$ cat src/rtl/layer_compositor.sv
// -----------------------------------------------------------------------------
// layer_compositor
//   Three-stage pixel compositor. Picks the highest-priority visible layer
//   (index 0 = highest) for each pixel. Visibility depends on the layer's
//   on flag, a per-layer game-state mask, colour-key transparency and a
//   frame-based blink effect. If no layer qualifies, the background colour
//   is used. The VGA syncs and video_on are delayed to stay aligned with
//   the selected pixel, so the outputs can drive the DAC directly.
//
// Ports:
//   clk               pixel-domain clock
//   reset             synchronous, active-low reset
//   ce                pipeline advance enable (pixel tick)
//   video_on          active-video flag from the sync generator
//   hsync_in/vsync_in sync inputs (active low)
//   game_state        one-hot game state
//   layer_on          per-layer pixel-on flags
//   layer_rgb         layer i colour in bits [i*RGB_W +: RGB_W]
//   layer_state_mask  layer i may show in states [i*STATE_W +: STATE_W]
//   blink_mask        layers subject to blinking
//   bg_rgb            background colour
//   rgb               registered pixel to the DAC
//   hsync/vsync       syncs aligned with rgb
//   video_on_out      video_on aligned with rgb
//   hit_valid/hit_idx winning layer flag and index (index 0 when no hit)
//   blink_phase       1 = blinking layers currently visible
// -----------------------------------------------------------------------------
module layer_compositor #(
  parameter int                    NUM_LAYERS   = 12,
  parameter int                    RGB_W        = 12,
  parameter int                    STATE_W      = 3,
  parameter logic [RGB_W-1:0]      KEY_COLOR    = 12'hF0F,
  parameter logic [NUM_LAYERS-1:0] KEY_EN       = {NUM_LAYERS{1'b1}},
  parameter int                    BLINK_FRAMES = 16,
  parameter int                    IDX_W        = 4
) (
  input  logic                          clk,
  input  logic                          reset,
  input  logic                          ce,
  input  logic                          video_on,
  input  logic                          hsync_in,
  input  logic                          vsync_in,
  input  logic [STATE_W-1:0]            game_state,
  input  logic [NUM_LAYERS-1:0]         layer_on,
  input  logic [NUM_LAYERS*RGB_W-1:0]   layer_rgb,
  input  logic [NUM_LAYERS*STATE_W-1:0] layer_state_mask,
  input  logic [NUM_LAYERS-1:0]         blink_mask,
  input  logic [RGB_W-1:0]              bg_rgb,
  output logic [RGB_W-1:0]              rgb,
  output logic                          hsync,
  output logic                          vsync,
  output logic                          video_on_out,
  output logic                          hit_valid,
  output logic [IDX_W-1:0]              hit_idx,
  output logic                          blink_phase
);

  localparam int CNT_W = (BLINK_FRAMES > 1) ? $clog2(BLINK_FRAMES) : 1;
  localparam logic [CNT_W-1:0] CNT_LAST = CNT_W'(BLINK_FRAMES - 1);

  // ---------------------------------------------------------------------------
  // Blink engine: counts vsync falling edges seen on ce cycles.
  // ---------------------------------------------------------------------------
  logic [CNT_W-1:0] frame_cnt_reg;
  logic             blink_phase_reg;
  logic             vsync_prev_reg;
  logic             vsync_fall;

  assign vsync_fall = vsync_prev_reg & ~vsync_in;

  always_ff @(posedge clk) begin
    if (!reset) begin
      frame_cnt_reg   <= '0;
      blink_phase_reg <= 1'b1;
      vsync_prev_reg  <= 1'b1;
    end else if (ce) begin
      vsync_prev_reg <= vsync_in;
      if (vsync_fall) begin
        if (frame_cnt_reg == CNT_LAST) begin
          frame_cnt_reg   <= '0;
          blink_phase_reg <= ~blink_phase_reg;
        end else begin
          frame_cnt_reg <= frame_cnt_reg + 1'b1;
        end
      end
    end
  end

  assign blink_phase = blink_phase_reg;

  // ---------------------------------------------------------------------------
  // S1: per-layer qualification
  // ---------------------------------------------------------------------------
  logic [NUM_LAYERS-1:0] qual_next;

  generate
    for (genvar gi = 0; gi < NUM_LAYERS; gi++) begin : g_qual
      logic [RGB_W-1:0] pix;
      logic             state_ok;
      logic             keyed;
      assign pix      = layer_rgb[gi*RGB_W +: RGB_W];
      assign state_ok = |(layer_state_mask[gi*STATE_W +: STATE_W] & game_state);
      assign keyed    = KEY_EN[gi] & (pix == KEY_COLOR);
      assign qual_next[gi] = layer_on[gi] & state_ok & ~keyed &
                             (~blink_mask[gi] | blink_phase_reg);
    end
  endgenerate

  logic [NUM_LAYERS-1:0]       s1_qual_reg;
  logic [NUM_LAYERS*RGB_W-1:0] s1_rgb_reg;
  logic [RGB_W-1:0]            s1_bg_reg;
  logic                        s1_video_reg;
  logic                        s1_hsync_reg;
  logic                        s1_vsync_reg;

  always_ff @(posedge clk) begin
    if (!reset) begin
      s1_qual_reg  <= '0;
      s1_rgb_reg   <= '0;
      s1_bg_reg    <= '0;
      s1_video_reg <= 1'b0;
      s1_hsync_reg <= 1'b1;
      s1_vsync_reg <= 1'b1;
    end else if (ce) begin
      s1_qual_reg  <= qual_next;
      s1_rgb_reg   <= layer_rgb;
      s1_bg_reg    <= bg_rgb;
      s1_video_reg <= video_on;
      s1_hsync_reg <= hsync_in;
      s1_vsync_reg <= vsync_in;
    end
  end

  // ---------------------------------------------------------------------------
  // S2: priority select. Scanning from the highest index downwards lets the
  // lowest qualifying index overwrite the others, so it wins.
  // ---------------------------------------------------------------------------
  logic [RGB_W-1:0] sel_rgb_next;
  logic             sel_hit_next;
  logic [IDX_W-1:0] sel_idx_next;

  always_comb begin
    sel_rgb_next = s1_bg_reg;
    sel_hit_next = 1'b0;
    sel_idx_next = '0;
    for (int i = NUM_LAYERS - 1; i >= 0; i--) begin
      if (s1_qual_reg[i]) begin
        sel_rgb_next = s1_rgb_reg[i*RGB_W +: RGB_W];
        sel_hit_next = 1'b1;
        sel_idx_next = IDX_W'(i);
      end
    end
  end

  logic [RGB_W-1:0] s2_rgb_reg;
  logic             s2_hit_reg;
  logic [IDX_W-1:0] s2_idx_reg;
  logic             s2_video_reg;
  logic             s2_hsync_reg;
  logic             s2_vsync_reg;

  always_ff @(posedge clk) begin
    if (!reset) begin
      s2_rgb_reg   <= '0;
      s2_hit_reg   <= 1'b0;
      s2_idx_reg   <= '0;
      s2_video_reg <= 1'b0;
      s2_hsync_reg <= 1'b1;
      s2_vsync_reg <= 1'b1;
    end else if (ce) begin
      s2_rgb_reg   <= sel_rgb_next;
      s2_hit_reg   <= sel_hit_next;
      s2_idx_reg   <= sel_idx_next;
      s2_video_reg <= s1_video_reg;
      s2_hsync_reg <= s1_hsync_reg;
      s2_vsync_reg <= s1_vsync_reg;
    end
  end

  // ---------------------------------------------------------------------------
  // S3: output register with blanking applied
  // ---------------------------------------------------------------------------
  logic             s3_hit_next;
  logic [RGB_W-1:0] s3_rgb_reg;
  logic             s3_hit_reg;
  logic [IDX_W-1:0] s3_idx_reg;
  logic             s3_video_reg;
  logic             s3_hsync_reg;
  logic             s3_vsync_reg;

  assign s3_hit_next = s2_hit_reg & s2_video_reg;

  always_ff @(posedge clk) begin
    if (!reset) begin
      s3_rgb_reg   <= '0;
      s3_hit_reg   <= 1'b0;
      s3_idx_reg   <= '0;
      s3_video_reg <= 1'b0;
      s3_hsync_reg <= 1'b1;
      s3_vsync_reg <= 1'b1;
    end else if (ce) begin
      s3_rgb_reg   <= s2_video_reg ? s2_rgb_reg : '0;
      s3_hit_reg   <= s3_hit_next;
      s3_idx_reg   <= s3_hit_next ? s2_idx_reg : '0;
      s3_video_reg <= s2_video_reg;
      s3_hsync_reg <= s2_hsync_reg;
      s3_vsync_reg <= s2_vsync_reg;
    end
  end

  assign rgb          = s3_rgb_reg;
  assign hit_valid    = s3_hit_reg;
  assign hit_idx      = s3_idx_reg;
  assign video_on_out = s3_video_reg;
  assign hsync        = s3_hsync_reg;
  assign vsync        = s3_vsync_reg;

endmodule

$ cat config.mk
export PLATFORM = sky130hd
export DESIGN_NAME = layer_compositor
export DESIGN_NICKNAME = d
export VERILOG_FILES = /design/src/rtl/layer_compositor.sv
export SDC_FILE = /design/constraint.sdc
export NUM_CORES = 1
export LEC_CHECK = 0
export BUFFER_PORTS_ARGS = -buffer_cell sky130_fd_sc_hd__buf_2
export CELL_PAD_IN_SITES_DETAIL_PLACEMENT = 0
export CELL_PAD_IN_SITES_GLOBAL_PLACEMENT = 1
export CORE_MARGIN = 8
export CORE_UTILIZATION = 40
export CTS_CLUSTER_SIZE = 25
export DETAILED_ROUTE_END_ITERATION = 6
export MAX_ROUTING_LAYER = met4
export PLACE_DENSITY = 0.8
export SETUP_SLACK_MARGIN = 0.02
export SYNTH_ARGS = -nofsm -noshare
export SYNTH_HDL_FRONTEND = slang
export SYNTH_SLANG_ARGS = --single-unit
$ cat constraint.sdc
create_clock -name clk -period 1.88 [get_ports clk]
set_input_delay 0.376 -clock clk [delete_from_list [all_inputs] [get_ports clk]]
set_output_delay 0.376 -clock clk [all_outputs]
set_load 0.005 [all_outputs]
# Yosys cells after proc, flatten, opt, wreduce, memory -nomap -nowiden
# Cells that the tools add are included.
# Widths: inputs -> output; s select.
# classes
eq_ne	13
n_bitwise	88
muxes	39
add_sub_neg	1
reduce_logical	14
# op_table
cell	count
$mux 12	13
$eq 12x12->1 const B	12
$mux 4	14
$and 1x1->1	38
$and 3x3->3	12
$reduce_or 3->1	12
$not 1->1	26
$mux 1	12
$or 1x1->1	12
$add 4x1->4 const B	1
$eq 4x4->1 const B	1
$reduce_and 3->1	1
$reduce_and 2->1	1
# word_totals
register_bits	216

# Longest topological paths before layout
# Gate-level depths: netlist (run 1).
# depth
ltp_word	12
depth_mapped	8

# Worst setup path before layout (run 1)
# No wires, ideal clock.
# synth_path
kind	input to register
startpoint	in ce
endpoint	reg s2_idx_reg[3]
arrival_ns	1.480
required_time_ns	1.810
path_slack_ns	0.329
n_path_buf	2
path_stages	6
cell_sequence	buf_2 > nand2b_1 > clkbuf_1 > nor4_1 > or3b_1 > a21oi_1
# synth_rtl
item	line	rtl
start, declared	39	input logic ce,
end signal, assigned	173	s2_idx_reg <= sel_idx_next;
end, declared	157	logic [IDX_W-1:0] s2_idx_reg;

# Worst setup path in the final report (run 1)
# layout_path
startpoint	reg s1_qual_reg[8]
endpoint	reg s2_rgb_reg[7]
# layout_via
elab_chain_len	9
# layout_rtl
item	line	rtl
start, declared	109	logic [NUM_LAYERS-1:0] s1_qual_reg;
start signal, assigned	125	s1_qual_reg <= qual_next;
$mux 12 (9 in a row)	147	if (s1_qual_reg[i]) begin
end signal, assigned	171	s2_rgb_reg <= sel_rgb_next;
end, declared	155	logic [RGB_W-1:0] s2_rgb_reg;
# No other way between the ends.
# A chain may end at the register's enable or synchronous reset.

==> results of run 1 <==
-- synth_stat cells (all sizes together) (4+ instances only) --
cell type / number / area, um^2
a22oi: 13 / 97.6
buf: 41 / 206
or3: 6 / 37.5
clkbuf: 44 / 165
inv: 33 / 124
nand2b: 4 / 25.0
a211oi: 12 / 90.1
nor2b: 8 / 50.1
nand2: 66 / 248
o211ai: 20 / 150
nor2: 212 / 796
nor3: 30 / 150
a221oi: 6 / 52.6
a31oi: 6 / 37.5
a21oi: 73 / 365
o221a: 8 / 90.1
nand4bb: 11 / 124
mux2i: 176 / 1760
nand3: 13 / 65.1
dfxtp: 216 / 4320
nand4b: 24 / 210
o21ai: 45 / 225
a222oi: 12 / 120
-- final cells by class --
type / count / area, um^2
fill: 2278 / 11800
multi-input combinational: 780 / 5020
sequential: 216 / 4330
timing repair buffer: 289 / 1650
clock buffer: 35 / 733
tap: 324 / 405
inverter: 34 / 136
clock inverter: 8 / 95.1
antenna: 1 / 2.50
-- power groups by stage --
| stage | sequential [W] | clock [W] | combinational [W] |
|---|---|---|---|
| after detailed placement | 0.00513 | 0 | 0.00152 |
| after global routing | 0.00507 | 0.00513 | 0.00169 |
| after CTS | 0.00504 | 0.00492 | 0.00154 |
| after floorplan | 0.00503 | 0 | 0.000908 |
| final | 0.00504 | 0.00482 | 0.00155 |
| after global placement | 0.00513 | 0 | 0.00151 |
-- per-layer routing --
layer | share of wire, % | vias up
li1 | - | 4410
met1 | 44 | 4258
met2 | 46 | 372
met3 | 6.8 | 71
met4 | 3.2 | 0
met5 | 0 | -
-- layout by cell type, fill, tap and decap left out, types with 3 or more instances in the layout --
cell	n
o2bb2ai_1	3
a211o_1	3
clkbuf_16	25
or3_1	6
a211oi_2	3
nor3_1	30
nand2b_1	4
nand2_1	66
clkbuf_1	3
clkinvlp_4	3
a2111oi_0	3
nand3_1	13
o311ai_2	3
and3_1	3
o221a_2	8
a22oi_1	13
a21oi_1	73
mux2i_1	176
buf_2	244
o211ai_1	20
a222oi_1	12
clkinv_2	4
nand4b_1	24
buf_4	37
clkbuf_8	7
a221oi_1	6
nor2_1	212
a211oi_1	9
dfxtp_1	215
o21ai_0	44
a31oi_1	6
nor2b_1	8
nand4bb_1	11
inv_1	32
buf_12	7
-- timing repair --
action,CTS,global route
setup endpoints to repair,2,5
endpoints found under the hold margin,0,0
resized for setup,2,7
setup buffers,0,0
-- worst min-delay path by stage --
| stage | cells after the start | slack [ns] | start | to |
|---|---|---|---|---|
| 2_1_floorplan | 2 | 0.44 | s1_hsync_reg | s1_hsync_reg |
| 3_3_place_gp | 2 | 0.45 | hit_idx[2] | hit_idx[2] |
| 3_5_place_dp | 2 | 0.45 | vsync | vsync |
| 4_1_cts | 3 | 0.07 | hsync_in | s1_hsync_reg |
| 5_1_grt | 3 | 0.07 | hsync_in | s1_hsync_reg |
| 6_report | 3 | 0.09 | hsync_in | s1_hsync_reg |
-- worst max-delay path, cell delays in order, from the launching register on --
cell and delay (ns):
dfxtp_2 0.41, buf_4 0.19, nor2_1 0.06, a211o_1 0.30
nor3_1 0.32, o311ai_2 0.15, a211oi_1 0.25
-- through the flow --
| step | cell area, um^2 | hold WS [ns] | power [W] | worst slack (ns) |
|---|---|---|---|---|
| finish | 12400 | 0.0870 | 0.0114 | 0.121 |
| global route | 12400 | 0.0676 | 0.0119 | 0.0279 |
| CTS | 12300 | 0.0686 | 0.0115 | 0.0332 |
| detailed placement | 11500 | 0.454 | 0.00666 | 0.00440 |
| global placement | 11500 | 0.451 | 0.00664 | -0.0208 |
| floorplan | 9810 | 0.441 | 0.00594 | 0.329 |
-- kinds of logic (layout without fill, tap and decap cells) --
group                    after synthesis  count (layout)  synth area share [%]
AND/OR/NAND/NOR                      388             388                  18.3
multiplexers                         176             176                  18.0
AO/OA/AOI/OAI                        213             213                  14.2
adder cells (fa/ha/maj)                1               1                 0.128
flip-flops                           216             216                  44.1
buffers and inverters                119             366                  5.09
XOR/XNOR                               2               2                 0.179
other                                  0               1                     0
==> impl_metrics.json, run 1 <==
{
  "final_nets": 1571,
  "hold_buffers": 0,
  "p_int_w": 0.00851,
  "root_buffer": "clkbuf_16",
  "clock_sinks": 216,
  "synth_cell_types": 47,
  "p_sw_w": 0.00291,
  "worstRegToRegCells": 6,
  "worst_slew_pin_slew_ns": 0.549,
  "async_flop_share_pct": 0,
  "grt_max_degree": 76,
  "yosys_register_bits": 216,
  "ir_worst_vdd_uv": 482,
  "cts_buffers": 24,
  "fp.coreArea_um2": 24200,
  "cp-end-kind": "register",
  "drv_slew": 0,
  "drcViolationCount": 0,
  "r2r_setup_slack_ns": 0.12,
  "netSwitchingFraction_pct": 25.5,
  "setup_tns_ns": 0,
  "grt.busiest_layer": "met2",
  "synthToLayoutAreaGrowth_pct": 26.2,
  "antenna_found_initial": 1,
  "clk-insertion-delay-late_ns": 0.51,
  "rsz0062_at_grt": "no",
  "placed_cells": 1643,
  "grt_pass1_wl_mm": 52.2,
  "status": "completed",
  "startpoint_type": "register",
  "min_path_type": "in -> reg",
  "wirelength_mm": 33.8,
  "power_density_nw_per_um2": 923,
  "use_met3_pct": 3.81,
  "arrival_ns": 2.18,
  "startpoint": "s1_qual_reg[8]",
  "synth_nets": 1341,
  "ant_nets": 0,
  "rows": 57,
  "io_buffers": 245,
  "die_height_um": 173,
  "num_vias": 9111,
  "min_period_ns": 1.76,
  "drtPass1Iterations": 7,
  "post_drt_wl_per_cell_um": 20.1,
  "largest_register_ffs": 144,
  "grt_pass1_vias": 9215,
  "crit_path_end": "s2_rgb_reg[7]",
  "max-clock-path-buffers": 3,
  "max-slew-margin-rel_pct": 63.4,
  "leakagePower_nw": 5.48,
  "dieWidth_um": 173,
  "ios": 246,
  "p_comb_share_pct": 13.6,
  "synthCells": 1115,
  "avgSynthCellArea_um2": 8.80,
  "worstPathMaxFanout": 8,
  "rr_startpoint": "s1_qual_reg[8]",
  "crit_type": "reg -> reg",
  "synth_flop_cell": "dfxtp_1",
  "synth_edf_count": 0,
  "p_clk_share_pct": 42.2,
  "fin_crit_sh_pct": 93.5,
  "setup-violations-final": 0,
  "worstPathRequired_ns": 2.31,
  "met1_usage_pct": 28.2,
  "maxCapViolCount": 0,
  "fmax_mhz": 569,
  "drt_iter0_drc": 874,
  "postLayoutCoreUtil_pct": 51.2,
  "dieArea_um2": 29800,
  "drive_above_1_share_pct": 25.6,
  "clk_pin_slew_worst_paths_ns": 0.06,
  "synth_seq_area_share_pct": 44.1,
  "post_layout_nonfiller_instances": 1687,
  "grt_overflow": 0,
  "post_drt_via_cell_ratio": 5.40,
  "cts_tree": "yes",
  "dp_hpwl_mm": 26.4,
  "netlist_area_um2": 9810,
  "grt_use_total_pct": 22.2,
  "place.gp.congestion": 0.900,
  "yosysWarnings": 0,
  "final_hold_viol_count": 0,
  "r2r_end": "s2_rgb_reg[7]",
  "pwr-share-seq_pct": 44.2,
  "start_util_pct": 40.6,
  "htree_num_levels": 1,
  "skew_ns": 0.00972,
  "grt_util_met2_pct": 35.5
}
Power figures use the tool's default switching activity.
==> inputs of run 2 (changes only) <==
--- a/config.mk
+++ b/config.mk
@@ -10,6 +10,7 @@
 export CELL_PAD_IN_SITES_GLOBAL_PLACEMENT = 1
 export CORE_MARGIN = 8
 export CORE_UTILIZATION = 40
+export CTS_BUF_LIST = sky130_fd_sc_hd__clkbuf_4 sky130_fd_sc_hd__clkbuf_8 sky130_fd_sc_hd__clkbuf_16
 export CTS_CLUSTER_SIZE = 25
 export DETAILED_ROUTE_END_ITERATION = 6
 export MAX_ROUTING_LAYER = met4
==> impl_metrics.json, run 2 (same netlist as run 1, synthesis figures left out) <==
{
  "status": "completed",
  "cts-resized-gates": 2,
  "maxCapViolCount": 0,
  "grt_pass1_wl_mm": 52.2,
  "postLayoutCoreUtil_pct": 51.2,
  "drv_slew": 0,
  "arrival_ns": 2.15,
  "drcViolationCount": 0,
  "num_vias": 9115,
  "ir_worst_vdd_uv": 480,
  "max-clock-path-buffers": 3,
  "wirelength_mm": 33.8,
  "setup_tns_ns": 0,
  "final_hold_viol_count": 0,
  "power_density_nw_per_um2": 925,
  "max-slew-margin-rel_pct": 64.2,
  "postCtsSetupBuffers": 0,
  "mostFrequentLayoutCell": "buf_2",
  "drive_above_1_share_pct": 25.8,
  "htree_num_levels": 1,
  "hold_buffers": 0,
  "min_path_type": "in -> reg",
  "worstPathMaxFanout": 7,
  "min_period_ns": 1.77,
  "ios": 246,
  "dieArea_um2": 29800,
  "antenna_found_initial": 1,
  "post_layout_nonfiller_instances": 1687,
  "fin_crit_sh_pct": 94.1,
  "cts_tree": "yes",
  "placed_cells": 1643,
  "clk-insertion-delay-late_ns": 0.51,
  "crit_type": "reg -> reg",
  "fp.coreArea_um2": 24200,
  "clk_pin_slew_worst_paths_ns": 0.06,
  "worstPathRequired_ns": 2.26,
  "dieWidth_um": 173,
  "dp_hpwl_mm": 26.4,
  "startpoint_type": "register",
  "final_nets": 1571,
  "drt_iter0_drc": 855,
  "clock_sinks": 216,
  "drtPass1Iterations": 5,
  "root_buffer": "clkbuf_16",
  "synthToLayoutAreaGrowth_pct": 26.3,
  "rsz0062_at_grt": "no",
  "start_util_pct": 40.6,
  "skew_ns": 0.00971,
  "most-common-layout-cells": "buf_2, dfxtp_1, nor2_1, mux2i_1, a21oi_1",
  "cts_buffers": 24,
  "post_drt_wl_per_cell_um": 20.1,
  "setup-violations-final": 0,
  "die_height_um": 173,
  "setup_ws_ns": 0.111,
  "grt_overflow": 0,
  "rows": 57,
  "leakagePower_nw": 5.49,
  "grt_use_total_pct": 22.2,
  "total_power_w": 0.0115,
  "cp-end-kind": "register",
  "grt_pass1_vias": 9215,
  "io_buffers": 245,
  "ant_nets": 0,
  "worst_slew_pin_slew_ns": 0.537,
  "grt_max_degree": 76,
  "post_drt_via_cell_ratio": 5.40,
  "dp_slack_ns": 0.00440,
  "fmax_mhz": 565,
  "largest_register_ffs": 144,
  "place.gp.congestion": 0.900
}
-- run 2: cell counts in the layout (fill, tap and decap cells not counted) --
Identical to the previous run, type by type.
-- run 2: report_power, final --
part | leakage, nW | total [W] | switching, W | internal (W)
Clock | 0.416 | 0.00487 | 0.00185 | 0.00301
Combinational | 3.30 | 0.00155 | 0.000853 | 0.000700
Sequential | 1.78 | 0.00504 | 0.000202 | 0.00484
Total | 5.49 | 0.0115 | 0.00291 | 0.00855
-- run 2: cell type report --
class                      instances  area (um^2)
clock buffer                      35          744
clock inverter                     8         95.1
tap                              324          405
multi-input combinational        780         5020
fill                            2277        11800
inverter                          34          136
antenna                            1         2.50
sequential                       216         4330
timing repair buffer             289         1650
-- run 2: stage by stage --
| stage | hold slack, ns | area (um^2) |
|---|---|---|
| floorplan | 0.441 | 9810 |
| global placement | 0.451 | 11500 |
| detailed placement | 0.454 | 11500 |
| CTS | 0.0686 | 12300 |
| global route | 0.0676 | 12400 |
| finish | 0.0869 | 12400 |
-- run 2: metal layers --
layer	wire length (um)	part of all wire [%]	track usage, %	vias up
li1	-	-	-	4405
met1	14900	44	28.2	4281
met2	15600	46	35.5	362
met3	2230	6.6	3.81	67
met4	1050	3.1	6.89	0
met5	0	0	-	-
-- run 2: worst paths after layout --
check / startpoint / endpoint / slack [ns] / cells after the start
hold reg to reg: hsync / hsync / 0.47 / 2
setup reg to reg: s1_qual_reg[10] / s2_rgb_reg[8] / 0.11 / 5
hold / removal: hsync_in / s1_hsync_reg / 0.09 / 3
setup / recovery: s1_qual_reg[10] / s2_rgb_reg[8] / 0.11 / 5
-- run 2: worst max-delay path: stages (launching register included) --
cell,delay (ns)
dfxtp_1,0.43
or3b_2,0.49
o2bb2ai_1,0.17
nor3_1,0.09
o311ai_2,0.33
a211oi_1,0.13
